===== config.mk =====
export PLATFORM = sky130hd
export DESIGN_NAME = pipeline_hazard_ctrl
export DESIGN_NICKNAME = d
export VERILOG_FILES = /design/src/rtl/pipeline_hazard_ctrl.sv
export SDC_FILE = /design/constraint.sdc
export NUM_CORES = 1
export LEC_CHECK = 0
export CORE_ASPECT_RATIO = 0.6
export CORE_UTILIZATION = 34
export CTS_BUF_LIST = sky130_fd_sc_hd__clkbuf_4 sky130_fd_sc_hd__clkbuf_8
export CTS_CLUSTER_DIAMETER = 200
export DETAILED_ROUTE_END_ITERATION = 6
export MAX_ROUTING_LAYER = met4
export PLACE_DENSITY = 0.66
export SETUP_SLACK_MARGIN = 0.15
export SKIP_CTS_REPAIR_TIMING = 1
export SLEW_MARGIN = 20
export SYNTH_ARGS = -nofsm -noshare
export SYNTH_HDL_FRONTEND = slang
export SYNTH_SLANG_ARGS = --single-unit

===== constraint.sdc =====
create_clock -name clk -period 5.67 [get_ports clk]
set_clock_uncertainty 0.2 [all_clocks]
set_input_delay 1.4175 -clock clk [delete_from_list [all_inputs] [get_ports clk]]
set_output_delay 1.4175 -clock clk [all_outputs]
set_load 0.005 [all_outputs]

===== src/rtl/pipeline_hazard_ctrl.sv =====
// rtl/pipeline_hazard_ctrl.sv - stall/flush scheduler for the 5-stage pipeline
module pipeline_hazard_ctrl #(
    parameter int MEM_TIMEOUT = 16,
    parameter int CNT_W       = 32
) (
    input  logic             clk,
    input  logic             rst_n,
    input  logic [4:0]       ifid_rs,
    input  logic [4:0]       ifid_rt,
    input  logic             idex_mem_read,
    input  logic [4:0]       idex_rt,
    input  logic             branch_exmem,
    input  logic             zero_exmem,
    input  logic             jump_exmem,
    input  logic             mem_read_exmem,
    input  logic             mem_write_exmem,
    input  logic             dmem_ack,
    output logic             dmem_req,
    output logic             pc_write,
    output logic             ifid_write,
    output logic             ifid_flush,
    output logic             idex_bubble,
    output logic             idex_flush,
    output logic             exmem_hold,
    output logic             mem_timeout,
    output logic [CNT_W-1:0] stall_cycles,
    output logic [CNT_W-1:0] flush_count
);

    typedef enum logic [1:0] {RUN, MEM_WAIT, ERROR} state_t;

    state_t           state_q, state_d;
    logic [7:0]       wait_cnt_q, wait_cnt_d;
    logic             mem_timeout_q;
    logic [CNT_W-1:0] stall_cycles_q, flush_count_q;

    logic mem_op, redirect, load_use, freeze, redirect_eff, load_use_eff, stall_now;

    assign mem_op   = mem_read_exmem | mem_write_exmem;
    assign redirect = (branch_exmem & zero_exmem) | jump_exmem;
    assign load_use = idex_mem_read && (idex_rt != 5'd0) &&
                      ((idex_rt == ifid_rs) || (idex_rt == ifid_rt));

    always_comb begin
        freeze = 1'b0;
        case (state_q)
            RUN:      freeze = mem_op & ~dmem_ack;
            MEM_WAIT: freeze = ~dmem_ack;
            default:  freeze = 1'b1;
        endcase
    end

    assign redirect_eff = ~freeze & redirect;
    assign load_use_eff = ~freeze & ~redirect & load_use;
    assign stall_now    = freeze | load_use_eff;

    // Controls are combinational but forced low while reset is held.
    assign dmem_req    = rst_n & (((state_q == RUN) & mem_op) | (state_q == MEM_WAIT));
    assign pc_write    = rst_n & ~stall_now;
    assign ifid_write  = rst_n & ~stall_now;
    assign ifid_flush  = rst_n & redirect_eff;
    assign idex_flush  = rst_n & redirect_eff;
    assign idex_bubble = rst_n & load_use_eff;
    assign exmem_hold  = rst_n & freeze;

    // wait_cnt counts request cycles seen; the cycle that would make it
    // reach MEM_TIMEOUT without an ack moves to ERROR.
    always_comb begin
        state_d    = state_q;
        wait_cnt_d = wait_cnt_q;
        case (state_q)
            RUN: begin
                if (mem_op && !dmem_ack) begin
                    state_d    = MEM_WAIT;
                    wait_cnt_d = 8'd1;
                end
            end
            MEM_WAIT: begin
                if (dmem_ack) begin
                    state_d    = RUN;
                    wait_cnt_d = 8'd0;
                end else begin
                    wait_cnt_d = wait_cnt_q + 8'd1;
                    if (wait_cnt_q == 8'(MEM_TIMEOUT - 1))
                        state_d = ERROR;
                end
            end
            default: state_d = ERROR;
        endcase
    end

    always_ff @(posedge clk or negedge rst_n) begin
        if (!rst_n) begin
            state_q        <= RUN;
            wait_cnt_q     <= 8'd0;
            mem_timeout_q  <= 1'b0;
            stall_cycles_q <= '0;
            flush_count_q  <= '0;
        end else begin
            state_q    <= state_d;
            wait_cnt_q <= wait_cnt_d;
            if (state_q == ERROR)
                mem_timeout_q <= 1'b1;
            if (stall_now && (stall_cycles_q != '1))
                stall_cycles_q <= stall_cycles_q + CNT_W'(1);
            if (redirect_eff && (flush_count_q != '1))
                flush_count_q <= flush_count_q + CNT_W'(1);
        end
    end

    assign mem_timeout  = mem_timeout_q;
    assign stall_cycles = stall_cycles_q;
    assign flush_count  = flush_count_q;

endmodule


==> run_results.csv <==
group,metric,value,unit
outcome,status,"finished with violations",
outcome,violations,"DRC",
clocking,clkSinkCount,75,
global_route,grt_overflow,0,
worst_setup_path,worstPathMaxFanout,3,
sta,timing.setup.tns,0,ns
finish,drive_gt1_share,8.16,%
worst_setup_path,path_common_cell,"clkdlybuf4s50_1",
finish,diodes,0,
floorplanning,io-pin-count,96,
drt,dr.pass1.iters,7,
power,p_sw_share,21.5,%
floorplanning,die_w,139,µm
logic_synthesis,synth-main-ff-cell,"dfrtp_1",
drt,finalWirelength,8740,µm
floorplanning,die_area,11700,µm²
finish,layout.cells.non_filler,617,
worst_setup_path,critPathRequiredTime,4.05,ns
power,power_density,207,nW/µm²
clocking,clkTransAtPathRegs,0.08,ns
sta,rsz0062_at_grt,"false",
logic_synthesis,netlist_top_cells_area,"dfrtp_1 49%, xor2_1 8.9%, xnor2_1 8.7%",
logic_synthesis,yosysMostFrequentCell,"dfrtp_1",
place,pre_cts_slack,0.584,ns
sta,fmax,197,MHz
power,peakVddDrop,0.0000832,V
power,p_leak,2.26,nW
sta,max-slew-margin-rel,47.4,%
worst_setup_path,path_cells,"clkdlybuf4s50_1 -> or4_1 -> o211ai_1 -> inv_1 -> a21oi_1 -> clkdlybuf4s50_1",
floorplanning,rows,29,
sta,max_slew.worst_pin.slew,0.779,ns
drt,post_drt_wl_per_cell,14.2,µm
sta,fin_crit,5.09,ns
logic_synthesis,synth_edf_count,0,
place,hpwl,6570,µm
global_route,antenna_found_initial,0,
sta,hold_viol_final,0,
logic_synthesis,netlist_area,3820,µm²
worst_setup_path,slowest_stage,"or4_1",
floorplanning,core-area,10700,µm²
drt,ant_nets,0,
clocking,cts_buffer_depth,2,
floorplanning,start_util,35.6,%
drt,drt_iter0_markers,228,
sta,slew_violations,0,
global_route,grt_pass1_wl,14600,µm
place,io_buffer_count,95,
logic_synthesis,yosysTopAreaCellShare,49.1,%
logic_synthesis,synthTopCellsByCount,"75 x dfrtp_1, 39 x xor2_1, 38 x nand2_1, 38 x xnor2_1, 36 x nor2_1",
sta,fin_ws,0.584,ns
power,p_comb_share,4.4,%
power,p_switching,0.229,mW
min_path,hold_class,"reg -> reg",
finish,syn2layout_area_growth,34.4,%
job,drv_cap,0,
logic_synthesis,synth.avg_cell_area,10.2,µm²
global_route,grt_max_degree,52,
place,dp.cells,601,
sta,setup_viol,0,
clocking,numCtsBuffers,9,
place,gp_congestion,0.780,
global_route,track_usage,16.5,%
global_route,grt_pass1_vias,2909,
sta,post-route-period-util,89.7,%
finish,nets,500,
logic_synthesis,synthArstFlopShare,100,%
clocking,cts_root_buffer,"clkbuf_8",
power,clkPwrFrac,45.0,%
logic_synthesis,ys_warn_count,0,
drt,num_vias,3035,
finish,fillers,1020,
worst_setup_path,crit_path_start_kind,"primary input",
logic_synthesis,syn_inst,374,
floorplanning,dieHeight,84.1,µm
power,power,1.06,mW
logic_synthesis,ys_ff_latch,75,
drt,routed_via_density,4.92,
worst_setup_path,worstPathArrival,3.47,ns
clocking,clkLatencyLatePin,0.35,ns
power,p_seq_share,50.6,%
drt,drc,5,
worst_setup_path,r2r_start,"state_q[0]$_DFFE_PN0P_",
worst_setup_path,max_stage_delay,0.54,ns
logic_synthesis,ys_types,48,
worst_setup_path,path_class,"in -> out",
power,internal-power,0.833,mW
worst_setup_path,crit_path_start,"idex_rt[1]",
logic_synthesis,yosysSeqAreaShare,49.1,%
clocking,h-tree-depth,3,
clocking,cts_tree,"done",
logic_synthesis,yosys.area.top_type,"dfrtp_1",
min_path,min_from,"mem_timeout$_DFFE_PN0N_",
worst_setup_path,endpoint_kind,"output pin",
logic_synthesis,synthesis.nets,401,
critical path: cells and delay by family:
kind,cells,cell delay (ns)
buffers and inverters,3,1.10
and+or+nand+nor,1,0.54
AOI/OAI and AO/OA,2,0.41
layout by cell type, fill, tap and decap left out, drive strengths merged, types with 8 or more instances in the layout:
| master | netlist | routed |
|---|---|---|
| nor4 | 12 | 12 |
| dfrtp | 75 | 75 |
| clkdlybuf4s50 | 0 | 94 |
| nand3 | 26 | 26 |
| clkbuf | 1 | 11 |
| nand4 | 14 | 14 |
| and2 | 8 | 8 |
| nand2 | 39 | 39 |
| nor3 | 17 | 17 |
| inv | 12 | 13 |
| xnor2 | 38 | 38 |
| xor2 | 39 | 39 |
| nor2 | 36 | 36 |
worst paths after layout:
kind | endpoint | slack, ns | cells after the start
max | ifid_write | 0.58 | 6
min | mem_timeout$_DFFE_PN0N_ | 0.27 | 1
max reg2reg | flush_count[14]$_DFFE_PN0P_ | 3.05 | 6
min reg2reg | mem_timeout$_DFFE_PN0N_ | 0.27 | 1
max in group asynchronous | stall_cycles[4]$_DFFE_PN0P_ | 3.53 | 2
min in group asynchronous | flush_count[15]$_DFFE_PN0P_ | 0.76 | 1
metrics by stage:
stage	hold slack, ns	util (%)	cell area (µm²)
3_5_place_dp	0.250	45.6	4900
3_3_place_gp	0.266	45.6	4900
6_report	0.271	47.8	5130
5_1_grt	0.292	47.8	5130
2_1_floorplan	0.251	-	3820
4_1_cts	0.273	47.8	5130
sequential cells by signal (all words and copies together) (netlist names):
| register | count |
|---|---|
| flush_count | 32 |
| stall_cycles | 32 |
| wait_cnt_q | 8 |
| state_q | 2 |
| mem_timeout | 1 |
power by group through the flow:
stage	Clock (mW)	Combinational (mW)	Sequential, mW
2_1_floorplan	0	0.0127	0.548
3_3_place_gp	0	0.0470	0.548
3_5_place_dp	0	0.0481	0.548
4_1_cts	0.493	0.0483	0.537
5_1_grt	0.515	0.0525	0.537
6_report	0.478	0.0468	0.537
kinds of logic (layout without fill, tap and decap cells):
| kind of cell | Yosys count | after routing | share of synthesized area [%] |
|---|---|---|---|
| muxes | 2 | 2 | 0.557 |
| AOI/OAI and AO/OA | 21 | 21 | 4.03 |
| and+or+nand+nor | 175 | 175 | 24.9 |
| xor gates and xnor gates | 77 | 77 | 17.7 |
| DFF | 75 | 75 | 49.1 |
| adders and majority gates | 3 | 3 | 0.983 |
| buffers and inverters | 21 | 125 | 2.75 |
metal layers:
| layer | track usage [%] | vias up | share of wire, % |
|---|---|---|---|
| met5 | - | - | 0 |
| met4 | 4.55 | 0 | 0.85 |
| met3 | 5.91 | 10 | 8.0 |
| li1 | - | 1486 | - |
| met1 | 23.0 | 1445 | 51 |
| met2 | 22.1 | 94 | 40 |
layout make-up:
cell class / instances / area (µm²) / area share, %
flip-flops and latches: 75 / 1880 / 36.6
clock buffers: 11 / 151 / 2.95
multi-input cells: 278 / 1840 / 35.8
inverters: 12 / 45.0 / 0.878
repair buffers: 97 / 963 / 18.8
clock inverters: 5 / 83.8 / 1.63
well taps: 139 / 174 / 3.39
Note: power is estimated with default switching activity, not from simulation.
